## src/rtl/tx_rx_pkg.sv

```systemverilog
// Shared tx/rx link definitions: payload and codeword widths, Hamming(12,8) bit positions.
package tx_rx_pkg;

    localparam int DATA_W = 8;
    localparam int CODE_W = 12;

    // Codeword positions are 1-based; position pos lives in bit pos-1.
    localparam int P1_POS = 1;
    localparam int P2_POS = 2;
    localparam int P4_POS = 4;
    localparam int P8_POS = 8;
    localparam int DATA_POS [DATA_W] = '{3, 5, 6, 7, 9, 10, 11, 12};

    typedef logic [CODE_W-1:0] codeword_t;

endpackage

```

## src/rtl/transmit_hamming_tx_if.sv

```systemverilog
// Enable/codeword bundle between the transmit block and its controller/channel.
interface transmit_hamming_tx_if;
    import tx_rx_pkg::*;

    logic      ctr_en;
    logic      conv_en_n;
    codeword_t reg_out;

    modport master (output ctr_en, output conv_en_n, input reg_out);
    modport slave  (input ctr_en, input conv_en_n, output reg_out);

endinterface

```

## src/rtl/transmit_hamming_tx_enc.sv

```systemverilog
// hamming12_8_enc: combinational Hamming(12,8) encoder with even parity.
module hamming12_8_enc
    import tx_rx_pkg::*;
(
    input  logic [DATA_W-1:0] data_i,
    output codeword_t         code_o
);

    always_comb begin
        code_o = '0;
        for (int i = 0; i < DATA_W; i++) begin
            code_o[DATA_POS[i]-1] = data_i[i];
        end
        code_o[P1_POS-1] = data_i[0] ^ data_i[1] ^ data_i[3] ^ data_i[4] ^ data_i[6];
        code_o[P2_POS-1] = data_i[0] ^ data_i[2] ^ data_i[3] ^ data_i[5] ^ data_i[6];
        code_o[P4_POS-1] = data_i[1] ^ data_i[2] ^ data_i[3] ^ data_i[7];
        code_o[P8_POS-1] = data_i[4] ^ data_i[5] ^ data_i[6] ^ data_i[7];
    end

endmodule

```

## src/rtl/transmit_hamming_tx.sv

```systemverilog
// Transmit half of the tx/rx link: free-running payload counter feeding a registered Hamming encoder.
// Optional build macro TX_CTR_SATURATE_EN makes the counter stick at 255 instead of wrapping.
module transmit_hamming_tx
    import tx_rx_pkg::*;
#(
    parameter int CTR_STEP = 1
)
(
    input  logic                  clk,
    input  logic                  ctr_clr,
    transmit_hamming_tx_if.slave  tx
);

    localparam logic [DATA_W-1:0] STEP_V = DATA_W'(CTR_STEP);

    logic [DATA_W-1:0] ctr_q;
    logic [DATA_W-1:0] ctr_d;
    codeword_t         reg_out_q;
    codeword_t         reg_out_d;
    codeword_t         enc_cw;

    hamming12_8_enc u_enc (
        .data_i (ctr_q),
        .code_o (enc_cw)
    );

`ifdef TX_CTR_SATURATE_EN
    logic [DATA_W:0] ctr_sum;
    assign ctr_sum = {1'b0, ctr_q} + {1'b0, STEP_V};
`endif

    always_comb begin
        ctr_d = ctr_q;
        if (tx.ctr_en) begin
`ifdef TX_CTR_SATURATE_EN
            // Carry out means the step would pass 255: clamp there.
            ctr_d = ctr_sum[DATA_W] ? '1 : ctr_sum[DATA_W-1:0];
`else
            ctr_d = ctr_q + STEP_V;
`endif
        end
    end

    // Encoder sees the pre-edge count, so the codeword trails the counter by one edge.
    always_comb begin
        reg_out_d = reg_out_q;
        if (!tx.conv_en_n) begin
            reg_out_d = enc_cw;
        end
    end

    always_ff @(posedge clk) begin
        if (ctr_clr) begin
            ctr_q     <= '0;
            reg_out_q <= '0;
        end else begin
            ctr_q     <= ctr_d;
            reg_out_q <= reg_out_d;
        end
    end

    assign tx.reg_out = reg_out_q;

endmodule

```

## src/flat_wrapper.sv

```systemverilog
// flat-port wrapper written by rule: the top's interface ports become plain ports
module transmit_hamming_tx_flat import tx_rx_pkg::*;
#(
    parameter int CTR_STEP = 1
)
  (clk, ctr_clr, tx_ctr_en, tx_conv_en_n, tx_reg_out);
  transmit_hamming_tx_if tx_i ();
  input  logic clk;
  input  logic ctr_clr;
  input wire logic [$bits(tx_i.ctr_en)-1:0] tx_ctr_en;
  input wire logic [$bits(tx_i.conv_en_n)-1:0] tx_conv_en_n;
  output wire logic [$bits(tx_i.reg_out)-1:0] tx_reg_out;
  assign tx_i.ctr_en = tx_ctr_en;
  assign tx_i.conv_en_n = tx_conv_en_n;
  assign tx_reg_out = tx_i.reg_out;
  transmit_hamming_tx #(.CTR_STEP(CTR_STEP)) u_core (.clk(clk), .ctr_clr(ctr_clr), .tx(tx_i));
endmodule
```

## config.mk

```make
export PLATFORM = sky130hd
export DESIGN_NAME = transmit_hamming_tx_flat
export DESIGN_NICKNAME = d
export VERILOG_FILES = /design/src/rtl/tx_rx_pkg.sv /design/src/rtl/transmit_hamming_tx_if.sv /design/src/rtl/transmit_hamming_tx_enc.sv /design/src/rtl/transmit_hamming_tx.sv /design/src/flat_wrapper.sv
export SDC_FILE = /design/constraint.sdc
export NUM_CORES = 1
export LEC_CHECK = 0
export CORE_UTILIZATION = 30
export DETAILED_ROUTE_END_ITERATION = 10
export PLACE_DENSITY = 0.49
export SYNTH_ARGS = -nofsm -noshare
export SYNTH_HDL_FRONTEND = slang
export SYNTH_HIERARCHICAL = 1
export SYNTH_SLANG_ARGS = --single-unit
```

## constraint.sdc

```tcl
create_clock -name clk -period 3.6 [get_ports clk]
set_input_delay 0.54 -clock clk [delete_from_list [all_inputs] [get_ports clk]]
set_output_delay 0.54 -clock clk [all_outputs]
set_load 0.005 [all_outputs]
```

; ---- Word-level counts from Yosys, hierarchy flattened
; Index checks and enable logic that the tools add are counted.
[totals]
reg_bits = 20
input_bits = 4
latchBits = 0
out_inout_bits = 12
ram_bits = 0
mem_count = 0
rom_bits = 0
wordCells = 17
[classes]
addsub = 1
n_mul = 0
magnitude_cmp = 0
muxes = 0
shift = 0
div_mod_pow = 0
eq_ne = 0
reduce_logical = 0
bitwise_logic = 14
[ops]
columns = cell, count
row1 = 1-bit bitwise XOR, 14
row2 = "8-bit by 1-bit adder with 8-bit output, second input constant", 1

; ---- Longest topological paths before layout
; Gate-level depths: netlist of the first run.
[depth]
ltp_word = 4
mapped_depth = 4
mapped_depth_nobuf = 4

; ---- Modules after synthesis
; Netlist of the first run, hierarchy kept.
[modules_own_cells]
columns = module, seq_area_each_um2, instances, area_per_inst_um2, cells_each
row1 = transmit_hamming_tx, 400.4, 1, 753.2, 75
row2 = hamming12_8_enc, 0.0, 1, 183.9, 18

; ---- Worst setup path before layout of the first run
; No wires, ideal clock.
[synth_timing]
path_type = reg2reg
startpoint = reg u_core.ctr_q[3]
endpoint = reg u_core.reg_out_q[1] (netlist: u_core/tx.reg_out[1])
synth_period_minus_slack_ns = 1.321
path_stages_with_launch = 5
setup_ns = 0.128
setup_slack_ns = 2.279
required_ns = 3.472
arrival_ns = 1.194
n_path_buf = 0
path_cell_list = dfxtp_1 -> xnor3_1 -> xnor2_1 -> mux2i_1 -> nor2_1
[synth_between]
elab_chain_cells = 3
[synth_rtl]
columns = item, line
row1 = "start, declared", transmit_hamming_tx.sv:16  ; logic [DATA_W-1:0] ctr_q;
row2 = "start signal, assigned", transmit_hamming_tx.sv:57  ; ctr_q <= ctr_d;
row3 = 1-bit bitwise XOR (3 in series), transmit_hamming_tx_enc.sv:15  ; code_o[P2_POS-1] = data_i[0] ^ data_i[2] ^ data_i[3] ^ data_i[5] ^ data_i[6];
row4 = net u_core.enc_cw[1], transmit_hamming_tx.sv:20  ; codeword_t enc_cw;
row5 = "end signal, assigned", transmit_hamming_tx.sv:58  ; reg_out_q <= reg_out_d;
row6 = "end, declared", transmit_hamming_tx.sv:18  ; codeword_t reg_out_q;
; The timed path passes the listed nets, and every way through them passes these cells.
; A chain may end at the register's enable or synchronous reset.

; ---- Worst setup path in the final report of the first run
[layout_timing]
startpoint = reg u_core.reg_out_q[11] (netlist: u_core/tx.reg_out[11])
endpoint = out tx_reg_out[11]
[layout_lines]
columns = item, line
row1 = "end, declared", flat_wrapper.sv:12  ; output wire logic [$bits(tx_i.reg_out)-1:0] tx_reg_out;
; No word-level cell between the ends.

==> results.py, run 1 <==
metrics = {
    "yosys": {
        "avgSynthCellArea_um2": 10.1,
        "netlist_area_um2": 937,
        "synth_xor_area_share_pct": 17.0,
        "synth_warnings": 6,
        "yosys.area_share.simple_pct": 13.4,
        "synth-seq-area-share_pct": 42.7,
        "syn-instance-count": 93,
        "synth_fa_ha_area_share_pct": 1.34,
        "synth-compound-area-share_pct": 3.20,
        "synth_top_family_by_area": "XOR/XNOR gates",
        "syn_nets": 98,
        "synth.area.mux_share_pct": 13.9,
        "synth_seq_cells": 20,
        "ys_types": 19,
    },
    "floorplanning": {
        "die_area_mm2": 0.00335,
        "start_util_pct": 32.9,
        "fp.dieH_um": 57.9,
        "boundaryPins": 16,
        "num_rows": 19,
        "core_area_mm2": 0.00285,
        "die_x_um": 57.9,
    },
    "sta": {
        "tightest_slew_ns": 0.737,
        "rsz0062_at_grt": "false",
        "max_slew_margin_pct": 50.7,
        "hold_viol_final": 0,
        "skew_ns": 0.00236,
        "max_freq_ghz": 0.585,
        "fin_crit_sh_pct": 47.5,
        "finalCriticalPeriod_ns": 1.71,
        "fin_tns_setup_ns": 0,
        "setup_viol": 0,
        "slew_viol_final": 0,
        "worst_slack_ns": 1.89,
    },
    "detailed_routing": {
        "drt_first_pass_iters": 7,
        "antenna_left": 0,
        "drt_wl_total_mm": 1.65,
        "num_vias": 623,
        "detail_route.wl_per_cell_um": 12.6,
        "drt_iter0_markers": 10,
        "viasPerCell": 4.76,
        "drc": 1,
    },
    "grt": {
        "grt_pass1_vias": 568,
        "grt_pass1_wl_mm": 2.70,
        "grt_max_degree": 21,
        "overflow": 0,
        "antenna_found_initial": 0,
        "grt.total_usage_pct": 10.9,
    },
    "flow_run": {
        "max_cap_violations": 0,
    },
    "worst_setup_path": {
        "critical_path.cell_chain": "clkdlybuf4s50_1",
        "reg2reg_to": "u_core/tx.reg_out[1]",
        "cp_slowest_cell": "clkdlybuf4s50_1",
        "reg2reg_slack_ns": 2.11,
        "reg2reg_from": "u_core/ctr_q[3]",
        "critPathKind": "reg -> out",
        "critical_path_arrival_ns": 1.17,
        "critPathCaptureType": "output port",
        "startpoint_type": "flip-flop",
        "critPathMaxFanout": 2,
        "cp_top_family": "buffers and inverters",
        "required_ns": 3.06,
        "r2r_cells": 4,
        "slowest_delay_ns": 0.51,
        "crit_buf_inv": 1,
    },
    "clocking": {
        "post_cts_buffers": 0,
        "tritoncts": "yes",
        "cts_root_buf": "clkbuf_4",
        "cts_resized": 0,
        "hold_buffers": 0,
        "htreeDepth": 1,
        "clk_pin_slew_ns": 0.11,
        "clock-sinks": 20,
        "clkLatencyLatePin_ns": 0.30,
        "clockBufferDepth": 2,
        "cts_buffers": 3,
    },
    "finish": {
        "synthToLayoutAreaGrowth_pct": 15.5,
        "fill_cells": 285,
        "layout_commonest_cell": "dfxtp_1",
        "nets": 106,
        "drive_above_1_share_pct": 6.00,
        "mostFrequentLayoutCells": "20 x dfxtp_1, 17 x nor2_1, 15 x clkdlybuf4s50_1",
        "antennaDiodeCount": 0,
    },
    "status": {
        "status": "finished, violations left",
        "violations": "DRC",
    },
    "placement": {
        "port_buffers": 15,
        "hpwl_mm": 1.14,
        "gp_congestion": 0.725,
        "preCtsSetupSlack_ns": 1.64,
    },
    "power": {
        "vdd_drop_max_uv": 239,
        "powerDensity_mw_per_mm2": 374,
        "p_leak_nw": 0.439,
    },
    "hold_path": {
        "hold_end": "u_core/tx.reg_out[8]",
        "hold_depth": 2,
        "hp-class": "reg -> reg",
        "hp-start": "u_core/tx.reg_out[8]",
    },
}
==> routing by layer <==
layer / GRT usage [%] / part of all wire (%)
met1: 15.4 / 50
met2: 15.6 / 45
met3: 4.02 / 4.2
met4: 3.06 / 0.79
met5: 0 / 0
==> cells by family (layout without fill, tap and decap cells) <==
logic type	after synthesis	in the layout
mux	13	13
simple gates	27	27
fa+ha+maj	1	1
compound gates	6	6
buf+inv	12	19
flops	20	20
xor+xnor	14	14
==> Yosys cell counts <==
cell	instances	area share, %
buf_2	1	0.53
nand3_1	2	1.1
a21oi_1	3	1.6
ha_1	1	1.3
xor2_1	5	4.7
mux2i_1	13	14
xor2_2	1	1.7
xor3_1	1	2.5
clkbuf_1	2	0.80
nand4_2	1	1.3
nor2_1	17	6.8
dfxtp_1	20	43
xnor3_1	1	2.4
buf_4	9	7.2
or3_1	3	2.0
xnor2_1	6	5.6
nand2_1	2	0.80
nand4_1	2	1.3
o21ai_0	3	1.6
==> worst register-to-register path: cells and delay by family (launching register included) <==
kind / cells / cell delay [ns]
xor+xnor: 2 / 0.62
flops: 1 / 0.56
mux: 1 / 0.13
simple gates: 1 / 0.05
==> registers in the layout (all words and copies together), names as in the netlist <==
register and flops:
u_core/tx.reg_out 12, u_core/ctr_q 8
==> power breakdown <==
| group | total [mW] | internal, mW | switching (mW) |
|---|---|---|---|
| clock network | 0.132 | 0.0617 | 0.0700 |
| registers | 0.234 | 0.227 | 0.00678 |
| logic | 0.0389 | 0.0223 | 0.0166 |
| total | 0.405 | 0.311 | 0.0934 |
==> cell type report <==
cell class                 count  area [um2]  area share [%]
multi-input combinational     61         457            42.2
clock buffer                   4        36.3            3.35
sequential                    20         400            37.0
tap                           31        38.8            3.58
timing repair buffer          15         150            13.9
==> per-stage QoR <==
| step | cells | util [%] | area (um2) | power [mW] | hold slack (ns) |
|---|---|---|---|---|---|
| finish | 131 | 37.9 | 1080 | 0.405 | 0.506 |
| global route | 131 | 37.9 | 1080 | 0.422 | 0.534 |
| detailed placement | 127 | 36.7 | 1050 | 0.279 | 0.485 |
| global placement | 127 | 36.7 | 1050 | 0.278 | 0.483 |
| CTS | 131 | 37.9 | 1080 | 0.413 | 0.515 |
| floorplan | 93 | - | 937 | 0.267 | 0.488 |
==> worst max-delay path by stage <==
stage | start | to | slack (ns) | cells after the start
3_3_place_gp | tx_ctr_en | u_core/ctr_q[7] | 1.68 | 4
2_1_floorplan | u_core/ctr_q[3] | u_core/tx.reg_out[1] | 2.28 | 4
5_1_grt | u_core/tx.reg_out[10] | tx_reg_out[10] | 1.84 | 1
4_1_cts | u_core/tx.reg_out[11] | tx_reg_out[11] | 1.87 | 1
6_report | u_core/tx.reg_out[11] | tx_reg_out[11] | 1.89 | 1
3_5_place_dp | tx_conv_en_n | u_core/tx.reg_out[7] | 1.64 | 3
Note: power is estimated with default switching activity, not from simulation.
==> inputs of run 2 (changes only) <==
PLACE_DENSITY = 0.51   (was 0.49)
clock period = 1.5 ns   (was 3.6 ns; I/O delays follow)
==> run 2 against run 1 <==
The run now ends clean. Core utilization increased by 1.4 points. Cell count increased by 2.3%. Global-route usage increased by 0.24 points. Total power increased by 130%. Cell area increased by 3.8%. Sequential share of layout area decreased by 1.4 points. Combinational power increased to 2.8 times the previous value. Non-clock buffer count increased by 4. First-iteration DRC count increased by 70%. Setup slack got worse by 1.8 ns. Die area unchanged. Via count decreased by 0.64%.
==> results.py, run 2 (synthesized netlist as in run 1, its figures left out) <==
metrics = {
    "worst_setup_path": {
        "slowest_delay_ns": 0.50,
        "critPathCaptureType": "output port",
        "critPathKind": "reg -> out",
        "critPathMaxFanout": 2,
        "crit_buf_inv": 1,
        "critical_path.cell_chain": "clkdlybuf4s50_1",
        "cp_slowest_cell": "clkdlybuf4s50_1",
        "required_ns": 1.27,
        "critical_path_arrival_ns": 1.14,
        "startpoint_type": "flip-flop",
        "cp_top_family": "buffers and inverters",
        "reg2reg_slack_ns": 0.14,
    },
    "sta": {
        "finalCriticalPeriod_ns": 1.37,
        "skew_ns": 0.00366,
        "max_slew_margin_pct": 78.9,
        "tightest_slew_ns": 0.315,
        "max_freq_ghz": 0.731,
        "hold_viol_final": 0,
        "fin_tns_setup_ns": 0,
        "slew_viol_final": 0,
        "setup_viol": 0,
        "fin_crit_sh_pct": 91.2,
        "rsz0062_at_grt": "false",
    },
    "grt": {
        "antenna_found_initial": 0,
        "overflow": 0,
        "grt_pass1_wl_mm": 2.77,
        "grt_max_degree": 19,
        "grt.total_usage_pct": 11.1,
        "grt_pass1_vias": 570,
    },
    "detailed_routing": {
        "viasPerCell": 4.62,
        "antenna_left": 0,
        "num_vias": 619,
        "drt_iter0_markers": 17,
        "detail_route.wl_per_cell_um": 12.3,
        "drt_first_pass_iters": 4,
        "drt_wl_total_mm": 1.64,
        "drc": 0,
    },
    "finish": {
        "layout_commonest_cell": "dfxtp_1",
        "synthToLayoutAreaGrowth_pct": 19.9,
        "nets": 110,
        "mostFrequentLayoutCells": "20 x dfxtp_1, 17 x nor2_1, 15 x clkdlybuf4s50_1",
        "antennaDiodeCount": 0,
        "largest_register_ffs": 12,
        "drive_above_1_share_pct": 8.74,
        "fill_cells": 300,
    },
    "clocking": {
        "clk_pin_slew_ns": 0.11,
        "hold_buffers": 0,
        "cts_buffers": 3,
        "clock-sinks": 20,
        "cts_resized": 0,
        "clkLatencyLatePin_ns": 0.29,
        "clockBufferDepth": 2,
        "post_cts_buffers": 0,
        "tritoncts": "yes",
        "htreeDepth": 1,
        "cts_root_buf": "clkbuf_4",
    },
    "floorplanning": {
        "start_util_pct": 32.9,
        "fp.dieH_um": 57.9,
        "die_area_mm2": 0.00335,
        "die_x_um": 57.9,
        "num_rows": 19,
        "boundaryPins": 16,
        "core_area_mm2": 0.00285,
    },
    "placement": {
        "gp_congestion": 0.711,
        "hpwl_mm": 1.17,
        "port_buffers": 15,
    },
    "status": {
        "status": "finished clean",
    },
    "hold_path": {
        "hp-class": "reg -> reg",
    },
    "flow_run": {
        "max_cap_violations": 0,
    },
    "power": {
        "vdd_drop_max_uv": 331,
        "total_power_uw": 916,
        "powerDensity_mw_per_mm2": 816,
        "p_leak_nw": 0.460,
    },
}
-- run 2: cell types whose count changed in the layout (fill, tap and decap cells not counted), sizes merged --
cell	delta
clkbuf	-1
buf	+4
-- run 2: power breakdown --
group | leakage (nW) | internal, mW | switching, mW
Combinational | 0.285 | 0.0649 | 0.0434
Sequential | 0.162 | 0.545 | 0.0161
Clock | 0.0138 | 0.0933 | 0.154
-- run 2: worst paths after layout --
path | start | end | depth (start not counted)
max reg2reg | u_core/ctr_q[0] | u_core/ctr_q[6] | 4
min reg2reg | u_core/tx.reg_out[7] | u_core/tx.reg_out[7] | 2
min | u_core/tx.reg_out[7] | u_core/tx.reg_out[7] | 2
max | u_core/tx.reg_out[11] | tx_reg_out[11] | 1
-- run 2: metal layers --
| layer | global-route usage [%] | wire length, um |
|---|---|---|
| met1 | 15.8 | 835 |
| met5 | 0 | 0 |
| met4 | 6.12 | 10 |
| met2 | 15.4 | 737 |
| met3 | 2.68 | 60 |
-- run 2: cell type report --
cell class | count | area (um2) | share of cell area (%)
repair buffers | 19 | 205 | 18.3
well taps | 31 | 38.8 | 3.45
clock buffers | 3 | 22.5 | 2.00
flip-flops and latches | 20 | 400 | 35.6
multi-input cells | 61 | 457 | 40.6
-- run 2: worst min-delay path: stages (launching register included) --
cell and delay [ns]:
dfxtp_1 0.34, mux2i_1 0.07, nor2_1 0.07
-- run 2: metrics by stage --
step,instance area [um2],utilization (%),cells,setup slack [ns],hold slack (ns)
detailed placement,1100,38.6,131,-0.00473,0.484
floorplan,937,-,93,0.179,0.376
finish,1120,39.4,134,0.132,0.504
CTS,1120,39.4,134,0.116,0.512
global route,1120,39.4,134,0.0311,0.534
global placement,1100,38.6,131,0.0217,0.474
==> inputs of run 3 (changes only) <==
CORE_UTILIZATION = 45   (was 30)
PLACE_DENSITY = 0.71   (was 0.51)
REMOVE_ABC_BUFFERS = 1   (was default)
==> run 3 against run 2 <==
Global-route usage increased by 5.5 points. Total power grew 21%. Core utilization up 19 points. Sequential cell count stayed put. Cell area up 2.4%. Clock skew rose by 0.0093 ns. Hold slack improved by 0.0015 ns. Sequential share of layout area down 0.85 points. Critical path depth stayed put. Die area is 32% lower. Non-clock buffer count is 2 higher. Setup slack worse by 0.018 ns. Critical path type unchanged.
==> results.py, run 3 (synthesized netlist as in run 1, its figures left out) <==
metrics = {
    "flow_run": {
        "max_cap_violations": 0,
    },
    "grt": {
        "grt.total_usage_pct": 16.6,
        "grt_pass1_vias": 595,
        "grt_pass1_wl_mm": 2.58,
        "overflow": 0,
        "antenna_found_initial": 0,
        "grt_max_degree": 21,
    },
    "sta": {
        "hold_viol_final": 0,
        "setup_viol": 0,
        "fin_tns_setup_ns": 0,
        "max_slew_margin_pct": 78.8,
        "tightest_slew_ns": 0.318,
        "finalCriticalPeriod_ns": 1.39,
        "skew_ns": 0.0129,
        "slew_viol_final": 0,
        "max_freq_ghz": 0.721,
        "fin_crit_sh_pct": 92.4,
        "rsz0062_at_grt": "false",
    },
    "detailed_routing": {
        "num_vias": 647,
        "drt_iter0_markers": 17,
        "detail_route.wl_per_cell_um": 11.6,
        "antenna_left": 0,
        "drt_first_pass_iters": 4,
        "drc": 0,
        "viasPerCell": 4.86,
        "drt_wl_total_mm": 1.54,
    },
    "worst_setup_path": {
        "critPathCaptureType": "output port",
        "required_ns": 1.27,
        "cp_top_family": "buffers and inverters",
        "crit_buf_inv": 1,
        "critPathKind": "reg -> out",
        "slowest_delay_ns": 0.50,
        "critPathMaxFanout": 2,
        "cp.depth": 1,
        "startpoint_type": "flip-flop",
        "critical_path_arrival_ns": 1.16,
        "cp_slowest_cell": "clkdlybuf4s50_1",
        "critical_path.cell_chain": "clkdlybuf4s50_1",
        "r2r_cells": 4,
    },
    "placement": {
        "placedInstanceArea_mm2": 0.00110,
        "hpwl_mm": 1.09,
        "port_buffers": 15,
        "gp_congestion": 0.675,
    },
    "clocking": {
        "clockBufferDepth": 2,
        "clk_pin_slew_ns": 0.12,
        "cts_buffers": 3,
        "post_cts_buffers": 0,
        "cts_root_buf": "clkbuf_4",
        "cts_resized": 0,
        "hold_buffers": 0,
        "clkLatencyLatePin_ns": 0.31,
        "htreeDepth": 1,
        "clock-sinks": 20,
        "tritoncts": "yes",
    },
    "finish": {
        "fill_cells": 194,
        "synthToLayoutAreaGrowth_pct": 22.8,
        "design_area_mm2": 0.00115,
        "largest_register_ffs": 12,
        "drive_above_1_share_pct": 11.3,
        "mostFrequentLayoutCells": "20 x dfxtp_1, 17 x nor2_1, 15 x clkdlybuf4s50_1",
        "antennaDiodeCount": 0,
        "layout_commonest_cell": "dfxtp_1",
        "final_util_pct": 58.7,
        "nets": 112,
    },
    "floorplanning": {
        "num_rows": 16,
        "core_area_mm2": 0.00196,
        "die_x_um": 47.6,
        "die_area_mm2": 0.00227,
        "start_util_pct": 47.8,
        "boundaryPins": 16,
        "fp.dieH_um": 47.6,
    },
    "hold_path": {
        "hp-class": "reg -> reg",
        "hold_depth": 2,
    },
    "status": {
        "status": "finished clean",
    },
    "power": {
        "p_leak_nw": 0.480,
        "powerDensity_mw_per_mm2": 962,
        "vdd_drop_max_uv": 760,
    },
}
run 3: cell count changes in the layout (fill, tap and decap cells not counted):
cell,before,now
buf_4,2,5
buf_12,2,1
bufinv_16,0,1
run 3: worst paths after layout:
path | startpoint | endpoint | slack (ns)
worst max-delay path | u_core/tx.reg_out[2] | tx_reg_out[2] | 0.11
worst min-delay path | u_core/tx.reg_out[8] | u_core/tx.reg_out[8] | 0.51
worst max register to register | u_core/ctr_q[1] | u_core/ctr_q[6] | 0.13
worst min register to register | u_core/tx.reg_out[8] | u_core/tx.reg_out[8] | 0.51
run 3: metal layers:
| metal | global-route usage, % | vias to the layer above | share of wire, % |
|---|---|---|---|
| met2 | 27.1 | 22 | 47 |
| met1 | 20.8 | 294 | 45 |
| met5 | 0 | - | 0 |
| met4 | 8.33 | 0 | 0.78 |
| met3 | 3.40 | 2 | 6.9 |
| li1 | - | 329 | - |
run 3: metrics by stage:
| step | hold slack (ns) | std cells | power [mW] | setup WS [ns] |
|---|---|---|---|---|
| after detailed placement | 0.482 | 129 | 0.678 | 0.00962 |
| after floorplan | 0.294 | 81 | 0.618 | 0.194 |
| final | 0.505 | 133 | 1.11 | 0.113 |
| after global routing | 0.555 | 133 | 1.15 | 0.00474 |
| after CTS | 0.512 | 133 | 1.12 | 0.0951 |
| after global placement | 0.473 | 129 | 0.675 | 0.0698 |
run 3: area by class of cell:
cell class                      instances  area (um2)  area share (%)
Multi-Input combinational cell         61         457            39.7
Sequential cell                        20         400            34.8
Timing Repair Buffer                   21         208            18.0
Tap cell                               27        33.8            2.93
Clock inverter                          1        30.0            2.61
Clock buffer                            3        22.5            1.96
run 3: power breakdown:
part / switching [mW] / leakage, nW / internal [mW]
clock: 0.171 / 0.0279 / 0.270
combinational: 0.0444 / 0.290 / 0.0616
sequential: 0.0152 / 0.162 / 0.545
